**config.mk**
```make
export PLATFORM = sky130hd
export DESIGN_NAME = weight_stream_reader_flat
export DESIGN_NICKNAME = d
export VERILOG_FILES = /design/src/rtl/weight_stream_reader_pkg.sv /design/src/rtl/weight_stream_reader_if.sv /design/src/rtl/weight_stream_reader_skid_fifo.sv /design/src/rtl/weight_stream_reader.sv /design/src/flat_wrapper.sv
export SDC_FILE = /design/constraint.sdc
export NUM_CORES = 1
export LEC_CHECK = 0
export CORE_MARGIN = 2
export CORE_UTILIZATION = 55
export DETAILED_ROUTE_END_ITERATION = 16
export PLACE_DENSITY = 0.85
export SYNTH_ARGS = -nofsm -noshare
export SYNTH_HDL_FRONTEND = slang
export SYNTH_SLANG_ARGS = --single-unit
```
**constraint.sdc**
```tcl
create_clock -name clk -period 6.4 [get_ports clk]
set_input_delay 0.96 -clock clk [delete_from_list [all_inputs] [get_ports clk]]
set_output_delay 0.96 -clock clk [all_outputs]
set_load 0.05 [all_outputs]
```
**src/rtl/weight_stream_reader_pkg.sv**
```systemverilog
// Shared definitions for the weight stream reader.
// Holds the sweep FSM state encoding and the default geometry of one
// weight block RAM (28 words of 16 bits, 5-bit address).
package weight_stream_pkg;

  localparam int WEIGHT_DEPTH = 28;
  localparam int WEIGHT_AW    = 5;
  localparam int WEIGHT_DW    = 16;

  typedef enum logic [1:0] {
    IDLE  = 2'd0,
    RUN   = 2'd1,
    DRAIN = 2'd2
  } state_e;

endpackage

```
**src/rtl/weight_stream_reader_if.sv**
```systemverilog
// Bundle of every signal the weight stream reader exchanges with the outside
// world, apart from clock and reset.
//   start/busy/done          : sweep control and status
//   addr/en/we/di/ram_do     : read port of the weight block RAM
//   w_data/w_idx/w_last      : head word of the outgoing weight stream
//   w_valid/w_ready          : stream handshake toward the neuron MAC
// The master modport is the reader itself; the slave modport is whatever
// sits around it (controller, RAM and MAC).
interface weight_stream_reader_if
  import weight_stream_pkg::*;
#(
  parameter int AW = WEIGHT_AW,
  parameter int DW = WEIGHT_DW
) ();

  logic          start;
  logic          busy;
  logic          done;
  logic [AW-1:0] addr;
  logic          en;
  logic          we;
  logic [DW-1:0] di;
  logic [DW-1:0] ram_do;
  logic [DW-1:0] w_data;
  logic          w_valid;
  logic          w_ready;
  logic          w_last;
  logic [AW-1:0] w_idx;

  modport master (
    input  start, ram_do, w_ready,
    output busy, done, addr, en, we, di, w_data, w_valid, w_last, w_idx
  );

  modport slave (
    output start, ram_do, w_ready,
    input  busy, done, addr, en, we, di, w_data, w_valid, w_last, w_idx
  );

endinterface

```
**src/rtl/weight_stream_reader_skid_fifo.sv**
```systemverilog
// Two-entry FIFO that absorbs consumer backpressure behind the RAM read
// pipeline.
//   clk, rst   : clock and asynchronous active-high reset
//   push       : write push_data this cycle (ignored only if full with no pop)
//   push_data  : entry to store
//   pop        : drop the head entry this cycle (ignored when empty)
//   head_data  : oldest entry, forced to zero while empty
//   head_valid : FIFO holds at least one entry
//   count      : number of stored entries, 0..2
// Simultaneous push and pop is legal at any occupancy.
module weight_skid_fifo
  import weight_stream_pkg::*;
#(
  parameter int W = WEIGHT_DW + WEIGHT_AW + 1
) (
  input  logic         clk,
  input  logic         rst,
  input  logic         push,
  input  logic [W-1:0] push_data,
  input  logic         pop,
  output logic [W-1:0] head_data,
  output logic         head_valid,
  output logic [1:0]   count
);

  logic [W-1:0] mem_q [2];
  logic [W-1:0] mem_d [2];
  logic         wr_ptr_q, wr_ptr_d;
  logic         rd_ptr_q, rd_ptr_d;
  logic [1:0]   count_q, count_d;
  logic         push_ok;
  logic         pop_ok;

  // A push into a full FIFO is only accepted when the head leaves in the
  // same cycle; the slot being written is then the one being vacated.
  always_comb begin
    pop_ok   = pop && (count_q != 2'd0);
    push_ok  = push && ((count_q != 2'd2) || pop_ok);
    mem_d    = mem_q;
    wr_ptr_d = wr_ptr_q;
    rd_ptr_d = rd_ptr_q;
    if (push_ok) begin
      mem_d[wr_ptr_q] = push_data;
      wr_ptr_d        = ~wr_ptr_q;
    end
    if (pop_ok) begin
      rd_ptr_d = ~rd_ptr_q;
    end
    count_d = count_q + 2'(push_ok) - 2'(pop_ok);
  end

  always_ff @(posedge clk or posedge rst) begin
    if (rst) begin
      mem_q[0] <= '0;
      mem_q[1] <= '0;
      wr_ptr_q <= 1'b0;
      rd_ptr_q <= 1'b0;
      count_q  <= 2'd0;
    end else begin
      mem_q    <= mem_d;
      wr_ptr_q <= wr_ptr_d;
      rd_ptr_q <= rd_ptr_d;
      count_q  <= count_d;
    end
  end

  assign head_valid = (count_q != 2'd0);
  assign head_data  = head_valid ? mem_q[rd_ptr_q] : '0;
  assign count      = count_q;

endmodule

```
**src/rtl/weight_stream_reader.sv**
```systemverilog
// Read-side controller for one weight block RAM.
// A start pulse in IDLE sweeps the RAM from address 0 to DEPTH-1 and streams
// every word, in order, toward the neuron MAC over a valid/ready handshake.
//   clk, rst : clock and asynchronous active-high reset
//   bus      : master side of weight_stream_reader_if (control, RAM read
//              port, weight stream)
// The RAM is never written: we and di are tied to zero.
module weight_stream_reader
  import weight_stream_pkg::*;
#(
  parameter int DEPTH = WEIGHT_DEPTH,
  parameter int AW    = WEIGHT_AW,
  parameter int DW    = WEIGHT_DW
) (
  input logic                    clk,
  input logic                    rst,
  weight_stream_reader_if.master bus
);

  localparam int            FW        = DW + AW + 1;
  localparam logic [AW-1:0] LAST_ADDR = AW'(DEPTH - 1);

  state_e        state_q, state_d;
  logic [AW-1:0] addr_q, addr_d;
  logic [AW-1:0] issue_cnt_q, issue_cnt_d;
  logic          en_q, en_d;
  logic          busy_q, busy_d;
  logic          done_q, done_d;

  logic [FW-1:0] push_word;
  logic [FW-1:0] head_word;
  logic          head_valid;
  logic [1:0]    fifo_count;
  logic          pop;
  logic [2:0]    occupancy;
  logic          can_issue;

  // en_q doubles as the in-flight flag: a read issued this cycle lands in the
  // FIFO at the closing edge, tagged with the address it was issued on.
  assign push_word = {bus.ram_do, addr_q, (addr_q == LAST_ADDR)};
  assign pop       = head_valid && bus.w_ready;

  // Words already buffered plus the one in flight, minus the one leaving now,
  // must stay below two or the next read could find the FIFO full.
  assign occupancy = 3'(fifo_count) + 3'(en_q) - 3'(pop);
  assign can_issue = (occupancy < 3'd2);

  weight_skid_fifo #(
    .W (FW)
  ) u_fifo (
    .clk        (clk),
    .rst        (rst),
    .push       (en_q),
    .push_data  (push_word),
    .pop        (pop),
    .head_data  (head_word),
    .head_valid (head_valid),
    .count      (fifo_count)
  );

  // Sweep sequencing. The issue counter holds the next address to read; the
  // IDLE edge issues address 0 itself, so with DEPTH=1 the sweep goes straight
  // to DRAIN. DONE is raised for the cycle after the last word is accepted.
  always_comb begin
    state_d     = state_q;
    addr_d      = addr_q;
    issue_cnt_d = issue_cnt_q;
    en_d        = 1'b0;
    done_d      = 1'b0;
    case (state_q)
      IDLE: begin
        if (bus.start) begin
          addr_d      = '0;
          en_d        = 1'b1;
          issue_cnt_d = AW'(1);
          state_d     = (DEPTH == 1) ? DRAIN : RUN;
        end
      end
      RUN: begin
        if (can_issue) begin
          addr_d      = issue_cnt_q;
          en_d        = 1'b1;
          issue_cnt_d = issue_cnt_q + AW'(1);
          if (issue_cnt_q == LAST_ADDR) begin
            state_d = DRAIN;
          end
        end
      end
      DRAIN: begin
        if (pop && head_word[0]) begin
          state_d = IDLE;
          done_d  = 1'b1;
        end
      end
      default: begin
        state_d = IDLE;
      end
    endcase
    busy_d = (state_d != IDLE);
  end

  always_ff @(posedge clk or posedge rst) begin
    if (rst) begin
      state_q     <= IDLE;
      addr_q      <= '0;
      issue_cnt_q <= '0;
      en_q        <= 1'b0;
      busy_q      <= 1'b0;
      done_q      <= 1'b0;
    end else begin
      state_q     <= state_d;
      addr_q      <= addr_d;
      issue_cnt_q <= issue_cnt_d;
      en_q        <= en_d;
      busy_q      <= busy_d;
      done_q      <= done_d;
    end
  end

  assign bus.addr    = addr_q;
  assign bus.en      = en_q;
  assign bus.we      = 1'b0;
  assign bus.di      = '0;
  assign bus.busy    = busy_q;
  assign bus.done    = done_q;
  assign bus.w_valid = head_valid;
  assign bus.w_data  = head_word[FW-1 -: DW];
  assign bus.w_idx   = head_word[1 +: AW];
  assign bus.w_last  = head_word[0];

endmodule

```
**src/flat_wrapper.sv**
```systemverilog
// flat-port wrapper written by rule: the top's interface ports become plain ports
module weight_stream_reader_flat import weight_stream_pkg::*;
#(
  parameter int DEPTH = WEIGHT_DEPTH,
  parameter int AW    = WEIGHT_AW,
  parameter int DW    = WEIGHT_DW
)
  (clk, rst, bus_start, bus_ram_do, bus_w_ready, bus_busy, bus_done, bus_addr, bus_en, bus_we, bus_di, bus_w_data, bus_w_valid, bus_w_last, bus_w_idx);
  weight_stream_reader_if #(.AW(AW), .DW(DW)) bus_i ();
  input logic clk;
  input logic rst;
  input wire logic [$bits(bus_i.start)-1:0] bus_start;
  input wire logic [$bits(bus_i.ram_do)-1:0] bus_ram_do;
  input wire logic [$bits(bus_i.w_ready)-1:0] bus_w_ready;
  output wire logic [$bits(bus_i.busy)-1:0] bus_busy;
  output wire logic [$bits(bus_i.done)-1:0] bus_done;
  output wire logic [$bits(bus_i.addr)-1:0] bus_addr;
  output wire logic [$bits(bus_i.en)-1:0] bus_en;
  output wire logic [$bits(bus_i.we)-1:0] bus_we;
  output wire logic [$bits(bus_i.di)-1:0] bus_di;
  output wire logic [$bits(bus_i.w_data)-1:0] bus_w_data;
  output wire logic [$bits(bus_i.w_valid)-1:0] bus_w_valid;
  output wire logic [$bits(bus_i.w_last)-1:0] bus_w_last;
  output wire logic [$bits(bus_i.w_idx)-1:0] bus_w_idx;
  assign bus_i.start = bus_start;
  assign bus_i.ram_do = bus_ram_do;
  assign bus_i.w_ready = bus_w_ready;
  assign bus_busy = bus_i.busy;
  assign bus_done = bus_i.done;
  assign bus_addr = bus_i.addr;
  assign bus_en = bus_i.en;
  assign bus_we = bus_i.we;
  assign bus_di = bus_i.di;
  assign bus_w_data = bus_i.w_data;
  assign bus_w_valid = bus_i.w_valid;
  assign bus_w_last = bus_i.w_last;
  assign bus_w_idx = bus_i.w_idx;
  weight_stream_reader #(.DEPTH(DEPTH), .AW(AW), .DW(DW)) u_core (.clk(clk), .rst(rst), .bus(bus_i));
endmodule
```
==> results.yml, run 1 <==
yosys:
  ys.flop_type: "dfrtp_1"
  yosys.area.top_type: "dfrtp_1"
  yosys.area_share.xor_xnor: 0.01622
  synth_top_area_share: 0.4984
  yosys.area_share.simple: 0.1017
  synth.distinct_cells: 32
  syn_inst: 267
  seq_area_frac_synth: 0.4984
  synthTopCellsByArea: "dfrtp_1, mux2_2, mux2i_1"
  synth_top_family_by_area: "multiplexers"
  syn_avg_cell_area_um2: 11.85
  netlist_area_mm2: 0.003163
  async_flop_share: 1.000
  synth_warnings: 0
  ys_seq_elements: 63
  synth_compound_area_frac: 0.02571
  synth_edf_count: 0
  synthAdderAreaFrac: 0.02215
  muxShareOfSynthArea: 0.2445
final_layout:
  nFillCells: 403
  insertedDiodeCount: 0
  multi_input_comb_area_mm2: 0.001369
  syn_to_final_growth_pct: 20.89
  final_nets: 336
  seqCellArea_mm2: 0.001577
  stdcell_count: 388
  layout-drive-gt1-share: 0.2152
grt:
  grt_pass1_vias: 2125
  antenna_found_initial: 0
  grt-ovfl-total: 0
  grtUsageTotal: 0.2101
  grt_pass1_wl_um: 9991
  grt_max_degree: 64
worst_setup_path:
  timing.rr.end: "u_core.bus.addr[2]"
  startpoint: "u_core.u_fifo.count[1]"
  cp_slowest_stage_delay_ns: 0.84
  cp_max_fo: 23
  endpoint: "bus_w_idx[3]"
  crit_arrival_ns: 2.59
  cpMaxStageDelayCell: "nor2_2"
  worstRegToRegCells: 8
  r2r_slack_ns: 3.33
  crit_chain: "nor2_2 -> nor2_1 -> clkdlybuf4s50_1"
  critPathKind: "flop to primary output"
  worstPathRequired_ns: 5.44
  r2r-start: "u_core.u_fifo.count[1]"
  worstSetupStartpointType: "flop"
  crit_path_end_kind: "primary output"
sta:
  rsz0062_at_grt: "false"
  fmax_mhz: 281.5
  final.setup.tns_ns: 0
  tightest_slew_ns: 1.119
  setup_viol: 0
  period_needed_ns: 3.553
  drv_slew: 0
  hold_viol_final: 0
  finClkSkew_ns: 0.009529
  slew_headroom: 0.2529
  hold-worst-slack_ns: 0.5059
  period_share: 0.5551
clock_tree:
  cts_made_buffers: 9
  cts_hold_buffers: 0
  root_buffer: "clkbuf_8"
  path_clk_slew_ns: 0.07
  clock_path_buffers: 2
  postCtsSetupBuffers: 0
  cts_resized: 0
  cts_num_sinks: 63
  htree_levels: 3
  cts_tree: "done"
  clkLatencyLatePin_ns: 0.34
placement:
  port_buffers: 50
  dp_hpwl_um: 3843
  dp_cells: 372
  gp_congestion: 0.7521
route:
  viasPerCell: 5.278
  wl_um: 5928
  drc: 0
  drt_iter0_markers: 140
  dr_total_vias: 2048
  wl_per_cell_um: 15.28
  dr.pass1.iters: 4
  final_antenna_net_count: 0
die:
  coreArea_mm2: 0.005540
  io_pins: 68
  start_util: 0.5709
  dieArea_mm2: 0.006374
  num_rows: 27
  die_w_um: 79.84
  die_y_um: 79.84
run_status:
  status: "complete, no violations"
worst_hold_path:
  hp-class: "flop to flop"
job:
  cap_violations: 0
[worst max-delay path: cells and delay by family (launching register included)]
family,cells,cell delay (ns)
buffers and inverters,1,0.75
AND/OR/NAND/NOR,2,0.99
flip-flops,1,0.50
[layout by cell type, fill, tap and decap left out, drive strengths merged, types with 5 or more instances in the layout]
cell type      instances
nand2b                 6
mux2i                 30
clkbuf                11
o21ai                  5
nor2                  26
nand2                 11
xnor2                  5
dfrtp                 63
inv                   11
clkdlybuf4s50         50
conb                  17
mux2                  42
[registers in the layout, summed over array words and instances, names as in the netlist]
register / count
u_core.issue_cnt_q: 5
u_core.u_fifo.wr_ptr_q: 1
u_core.u_fifo.rd_ptr_q: 1
u_core.u_fifo.count: 2
u_core.bus.addr: 5
u_core.u_fifo.mem_q: 44
u_core.bus.done: 1
u_core.bus.busy: 1
u_core.state_q: 2
u_core.bus.en: 1
[cells by family after synthesis]
group           Yosys count
xor+xnor                  5
flops                    63
mux                      72
fa+ha+maj                 5
buf+inv                  46
other cells               1
compound gates           13
simple gates             62
[per-layer routing]
metal	vias up	global-route usage	wire length [µm]	part of all wire
met5	-	0	0	0
met4	0	0.1102	119	0.020
met3	10	0.04186	264	0.045
met2	56	0.3445	2862	0.48
met1	1018	0.2633	2680	0.45
li1	964	-	-	-
[worst min-delay path by stage]
| stage | startpoint | to | slack (ns) | cells after the start |
|---|---|---|---|---|
| after global placement | u_core.u_fifo.mem_q[32] | u_core.u_fifo.mem_q[32] | 0.49 | 1 |
| after global routing | u_core.u_fifo.mem_q[43] | u_core.u_fifo.mem_q[43] | 0.52 | 1 |
| after floorplan | u_core.u_fifo.mem_q[22] | u_core.u_fifo.mem_q[22] | 0.47 | 2 |
| after detailed placement | u_core.u_fifo.mem_q[29] | u_core.u_fifo.mem_q[29] | 0.49 | 1 |
| final | u_core.u_fifo.mem_q[24] | u_core.u_fifo.mem_q[24] | 0.51 | 1 |
| after CTS | u_core.u_fifo.mem_q[29] | u_core.u_fifo.mem_q[29] | 0.51 | 1 |
[cell type report]
class	count	share of cell area
timing repair buffer	52	0.1348
clock inverter	5	0.02094
clock buffer	11	0.03959
tap	72	0.02356
sequential	63	0.4123
inverter	11	0.01080
multi-input combinational	174	0.3580
[cells in the mapped netlist (4+ instances only)]
cell / n
buf_4: 23
clkbuf_1: 5
dfrtp_1: 63
ha_1: 4
inv_1: 11
mux2_2: 42
mux2i_1: 30
nand2_1: 11
nand2b_1: 6
nand4_1: 4
nor2_1: 26
o21ai_0: 5
xnor2_1: 4
[stage by stage]
stage / worst slack (ns) / instance area [µm²] / utilization
after floorplan: 3.469 / 3223 / -
after global placement: 2.794 / 3592 / 0.6484
after detailed placement: 2.678 / 3592 / 0.6484
after CTS: 2.820 / 3824 / 0.6902
after global routing: 2.656 / 3824 / 0.6902
final: 2.847 / 3824 / 0.6902
Power of run 1 is not shown: default switching activity piles up to over one toggle a cycle in this logic, so the estimate is an artifact.
==> run 2, diff against run 1 <==
--- a/config.mk
+++ b/config.mk
@@ -6,9 +6,9 @@
 export NUM_CORES = 1
 export LEC_CHECK = 0
 export CORE_MARGIN = 2
-export CORE_UTILIZATION = 55
+export CORE_UTILIZATION = 46
 export DETAILED_ROUTE_END_ITERATION = 16
-export PLACE_DENSITY = 0.85
+export PLACE_DENSITY = 0.75
 export SYNTH_ARGS = -nofsm -noshare
 export SYNTH_HDL_FRONTEND = slang
 export SYNTH_SLANG_ARGS = --single-unit
==> constraint.sdc (replaced) <==
create_clock -name clk -period 3.05 [get_ports clk]
set_input_delay 0.4575 -clock clk [delete_from_list [all_inputs] [get_ports clk]]
set_output_delay 0.4575 -clock clk [all_outputs]
set_load 0.05 [all_outputs]
==> run 2 against run 1 <==
Hold slack got worse by 0.0026 ns. Wire length down 0.15%. First-iteration DRC count down 49%. Design area up 0.52%. Core utilization fell by 12 points. Critical endpoint is now bus_w_valid. Highest routed layer unchanged.
==> results.yml, run 2 (synthesis gave the netlist of run 1 again) <==
worst_setup_path:
  crit_path_end_kind: "primary output"
  worstRegToRegCells: 8
  worstPathRequired_ns: 2.59
  cpMaxStageDelayCell: "clkdlybuf4s50_1"
  crit_arrival_ns: 2.22
  crit_chain: "nor2_2 -> buf_4 -> inv_1 -> clkdlybuf4s50_1"
  r2r-start: "u_core.u_fifo.count[1]"
  cp_slowest_stage_delay_ns: 0.69
  r2r_slack_ns: 0.46
  cp_max_fo: 10
  timing.rr.end: "u_core.issue_cnt_q[1]"
  worstSetupStartpointType: "flop"
  critPathKind: "flop to primary output"
final_layout:
  largest_reg_flops: 44
  mostFrequentLayoutCells: "dfrtp_1, mux2_2, clkdlybuf4s50_1"
  final_common_cell: "dfrtp_1"
  seqCellArea_mm2: 0.001577
  nFillCells: 569
  multi_input_comb_area_mm2: 0.001369
  final_nets: 344
  syn_to_final_growth_pct: 21.52
  layout-drive-gt1-share: 0.2809
  regMostFlops: "u_core.u_fifo.mem_q"
  insertedDiodeCount: 0
die:
  die_y_um: 86.92
  num_rows: 30
  dieArea_mm2: 0.007555
  io_pins: 68
  start_util: 0.4708
  coreArea_mm2: 0.006719
  die_w_um: 86.92
worst_hold_path:
  hp-class: "flop to flop"
  min_delay_path_depth: 2
  holdPathEnd: "u_core.u_fifo.mem_q[22]"
  min-delay-start: "u_core.u_fifo.mem_q[22]"
route:
  drc: 0
  dr_total_vias: 2050
  top_layer: "met4"
  met3_length_um: 219
  wl_per_cell_um: 14.65
  final_antenna_net_count: 0
  dr.pass1.iters: 4
  viasPerCell: 5.074
  dr_wl_met2_um: 2788
  wl_um: 5919
  drt_iter0_markers: 71
  drt-met1-wl_um: 2820
grt:
  grtUsageTotal: 0.1744
  grt-ovfl-total: 0
  grt_pass1_vias: 2091
  grt_pass1_wl_um: 10050
  grt_max_degree: 64
  antenna_found_initial: 0
sta:
  slew_headroom: 0.4738
  hold-worst-slack_ns: 0.5034
  drv_slew: 0
  setup_viol: 0
  tightest_slew_ns: 0.7893
  final.setup.tns_ns: 0
  period_needed_ns: 2.678
  fmax_mhz: 373.4
  period_share: 0.8780
  finClkSkew_ns: 0.004096
  rsz0062_at_grt: "false"
  hold_viol_final: 0
clock_tree:
  postCtsSetupBuffers: 0
  path_clk_slew_ns: 0.07
  cts_tree: "done"
  cts_num_sinks: 63
  cts_hold_buffers: 0
  cts_made_buffers: 9
  cts_resized: 0
  htree_levels: 3
  root_buffer: "clkbuf_8"
  clock_path_buffers: 2
  clkLatencyLatePin_ns: 0.33
run_status:
  status: "complete, no violations"
placement:
  dp_hpwl_um: 4102
  gp_congestion: 0.8376
  port_buffers: 50
job:
  cap_violations: 0
-- run 2: cell types whose count changed in the layout (fill, tap and decap cells not counted) --
cell | before | now
buf_4 | 2 | 27
clkbuf_1 | 0 | 2
clkdlybuf4s50_1 | 50 | 33
clkinvlp_4 | 2 | 0
-- run 2: worst max path at each step --
stage,startpoint,to,slack [ns],depth (start not counted)
2_1_floorplan,u_core.u_fifo.count[1],u_core.bus.addr[1],0.38,9
3_3_place_gp,bus_w_ready,u_core.bus.addr[3],0.19,9
3_5_place_dp,bus_w_ready,u_core.bus.addr[1],0.15,9
4_1_cts,u_core.u_fifo.count[1],bus_w_valid,0.35,4
5_1_grt,u_core.u_fifo.count[1],u_core.bus.addr[1],0.26,8
6_report,u_core.u_fifo.count[1],bus_w_valid,0.37,4
-- run 2: stage by stage --
stage          instances  worst slack (ns)    util  area [µm²]
2_1_floorplan        283            0.3778       -        3223
3_3_place_gp         388            0.1859  0.5387        3620
3_5_place_dp         388            0.1452  0.5387        3620
4_1_cts              404            0.3488  0.5721        3844
5_1_grt              404            0.2596  0.5721        3844
6_report             404            0.3721  0.5721        3844
-- run 2: area by class of cell --
type                            count  area share
Clock inverter                      3     0.01693
Inverter                           11     0.01074
Timing Repair Buffer               60      0.1387
Multi-Input combinational cell    174      0.3561
Tap cell                           80     0.02604
Sequential cell                    63      0.4102
Clock buffer                       13     0.04134
-- run 2: per-layer routing --
layer,up-vias,track usage
met5,-,0
met4,0,0.08097
met3,8,0.03791
met2,50,0.2651
met1,1019,0.2388
li1,973,-
-- run 2: critical path, delay by kind of cell, from the launching register on --
kind	cells	cell delay, ns
buffers and inverters	3	0.99
flip-flops	1	0.49
AND/OR/NAND/NOR	1	0.40
Power of run 2 is left out for the same reason.
==> run 3, diff against run 2 <==
--- a/config.mk
+++ b/config.mk
@@ -5,6 +5,7 @@
 export SDC_FILE = /design/constraint.sdc
 export NUM_CORES = 1
 export LEC_CHECK = 0
+export ABC_AREA = 1
 export CORE_MARGIN = 2
 export CORE_UTILIZATION = 46
 export DETAILED_ROUTE_END_ITERATION = 16
==> run 3 against run 2 <==
Sequential share of layout area decreased by 2.0 points. Wire length increased by 9.1%. Sequential cell count unchanged. Count of clock-buffer cells in the layout decreased by 3. Die area increased by 0.41%. Via count increased by 19%. Non-clock buffer count decreased by 4. Area after synthesis increased by 0.44%. Fmax increased by 0.27%. Register-to-register slack got worse by 0.08 ns. First-iteration DRC count increased to 2.5 times the previous value.
==> results.yml, run 3 <==
run_status:
  status: "complete, no violations"
final_layout:
  nFillCells: 588
  insertedDiodeCount: 0
  regMostFlops: "u_core.u_fifo.mem_q"
  final_nets: 440
  syn_to_final_growth_pct: 27.25
  fin_area_mm2: 0.004043
  mostFrequentLayoutCells: "nand2_1, dfrtp_1, inv_1"
  layout-drive-gt1-share: 0.1786
  largest_reg_flops: 44
  final_common_cell: "nand2_1"
  stdcell_count: 500
sta:
  fmax_mhz: 374.4
  rsz0062_at_grt: "false"
  setup_viol: 0
  drv_slew: 0
  final.setup.tns_ns: 0
  slew_headroom: 0.4963
  finClkSkew_ns: 0.008609
  tightest_slew_ns: 0.7528
  period_share: 0.8757
  period_needed_ns: 2.671
  hold_viol_final: 0
route:
  wl_um: 6458
  final_antenna_net_count: 0
  wl_per_cell_um: 12.92
  drt_iter0_markers: 181
  dr.pass1.iters: 4
  dr_total_vias: 2441
  viasPerCell: 4.882
  drc: 0
yosys:
  yosys.area.top_type: "dfrtp_1"
  synth.distinct_cells: 27
  synth_common_cells: "nand2_1, dfrtp_1, inv_1, o21ai_0"
  ys_seq_elements: 63
  seq_area_frac_synth: 0.4963
  yosys.cell_count.top_type: "nand2_1"
  synth_edf_count: 0
  ys.flop_type: "dfrtp_1"
  syn_avg_cell_area_um2: 8.540
  synth_top_area_share: 0.4963
  syn_inst: 372
  async_flop_share: 1.000
  netlist_area_mm2: 0.003177
  synth_warnings: 0
  synthTopCellsByArea: "dfrtp_1, nand2_1, o21ai_2"
placement:
  gp_congestion: 0.8490
  placed_cell_area_mm2: 0.003845
  port_buffers: 50
  dp_hpwl_um: 4267
  dp_cells: 484
die:
  coreArea_mm2: 0.006756
  num_rows: 30
  die_y_um: 87.10
  start_util: 0.4702
  die_w_um: 87.10
  io_pins: 68
  dieArea_mm2: 0.007586
worst_setup_path:
  worstPathRequired_ns: 3.32
  crit_chain: "inv_1 -> nand2_1 -> inv_1 -> nor2_1 -> ha_1 -> or2_2 -> fa_1 -> nand2_1 -> nor2_2 -> nand2_4 -> nand2_2 -> nand3_1 -> nand2_1"
  r2r_slack_ns: 0.38
  cpMaxStageDelayCell: "fa_1"
  crit_top_cell: "nand2_1"
  cp_num_buf_inv: 2
  cp_slowest_stage_delay_ns: 0.50
  worstSetupStartpointType: "flop"
  crit_path_end_kind: "flop"
  crit_arrival_ns: 2.94
  cp_top_family: "simple AND/OR/NAND/NOR gates"
  cp_max_fo: 12
  critPathKind: "flop to flop"
pwr:
  power.density_mw_per_mm2: 1286
  power_w: 0.005199
  p_leak_nw: 1.951
  peakVddDrop_mv: 0.5970
clock_tree:
  htree_levels: 3
  cts_resized: 0
  cts_num_sinks: 63
  postCtsSetupBuffers: 0
  cts_tree: "done"
  clock_path_buffers: 2
  cts_made_buffers: 9
  cts_hold_buffers: 0
  root_buffer: "clkbuf_8"
  clkLatencyLatePin_ns: 0.34
  path_clk_slew_ns: 0.07
grt:
  grt_pass1_vias: 2374
  grt_pass1_wl_um: 11050
  grtUsageTotal: 0.1883
  antenna_found_initial: 0
  grt_max_degree: 45
  grt-ovfl-total: 0
worst_hold_path:
  hp-class: "input pin to asynchronous set/reset pin"
job:
  cap_violations: 0
run 3: final timing paths:
path	end	cells after the start	from
max	u_core.issue_cnt_q[3]	13	u_core.u_fifo.count[1]
min	u_core.state_q[1]	2	rst
max reg2reg	u_core.issue_cnt_q[3]	13	u_core.u_fifo.count[1]
min reg2reg	u_core.bus.done	1	u_core.state_q[0]
max in group asynchronous	u_core.issue_cnt_q[1]	3	rst
min in group clk	u_core.bus.done	1	u_core.state_q[0]
run 3: power by group:
group	internal (W)	leakage, nW	switching [W]
combinational	0.00120	1.05	0.00187
clock	0.000395	0.0981	0.000325
sequential	0.00118	0.800	0.000224
total	0.00278	1.95	0.00242
run 3: per-layer routing:
layer,part of all wire,vias up,track usage
met4,0.013,0,0.07692
met3,0.035,8,0.03412
met5,0,-,0
li1,-,1219,-
met1,0.46,1156,0.2500
met2,0.50,58,0.3060
run 3: worst reg2reg max path, stage by stage (launching register included):
cell,delay [ns]
dfrtp_1,0.41
inv_1,0.12
nand2_1,0.12
inv_1,0.06
nor2_1,0.15
ha_1,0.25
or2_2,0.31
fa_1,0.50
nand2_1,0.07
nor2_2,0.17
nand2_4,0.06
nand2_2,0.21
nand3_1,0.11
nand2_1,0.09
run 3: logic make-up after synthesis:
family,after synthesis,synth area share
compound gates,68,0.1339
xor+xnor,6,0.01654
fa+ha+maj,5,0.02206
buf+inv,75,0.1304
flops,63,0.4963
other cells,1,0.001180
simple gates,154,0.1997
run 3: final cells by class:
type                    instances  area, µm²  share of cell area
clock buffers                  10      137.6             0.03405
clock inverters                 6      60.06             0.01486
inverters                      35      131.4             0.03250
multi-input cells             250       1246              0.3083
flip-flops and latches         63       1577              0.3900
well taps                      80      100.1             0.02476
repair buffers                 56      790.8              0.1956
run 3: per-stage QoR:
stage | setup WS, ns | utilization | hold WS, ns
2_1_floorplan | 0.1454 | - | 0.4317
3_3_place_gp | 0.1328 | 0.5691 | 0.4474
3_5_place_dp | 0.04681 | 0.5691 | 0.4665
4_1_cts | 0.3617 | 0.5983 | 0.4589
5_1_grt | 0.1129 | 0.5983 | 0.4996
6_report | 0.3793 | 0.5983 | 0.4563
Note: power is estimated with default switching activity, not from simulation.
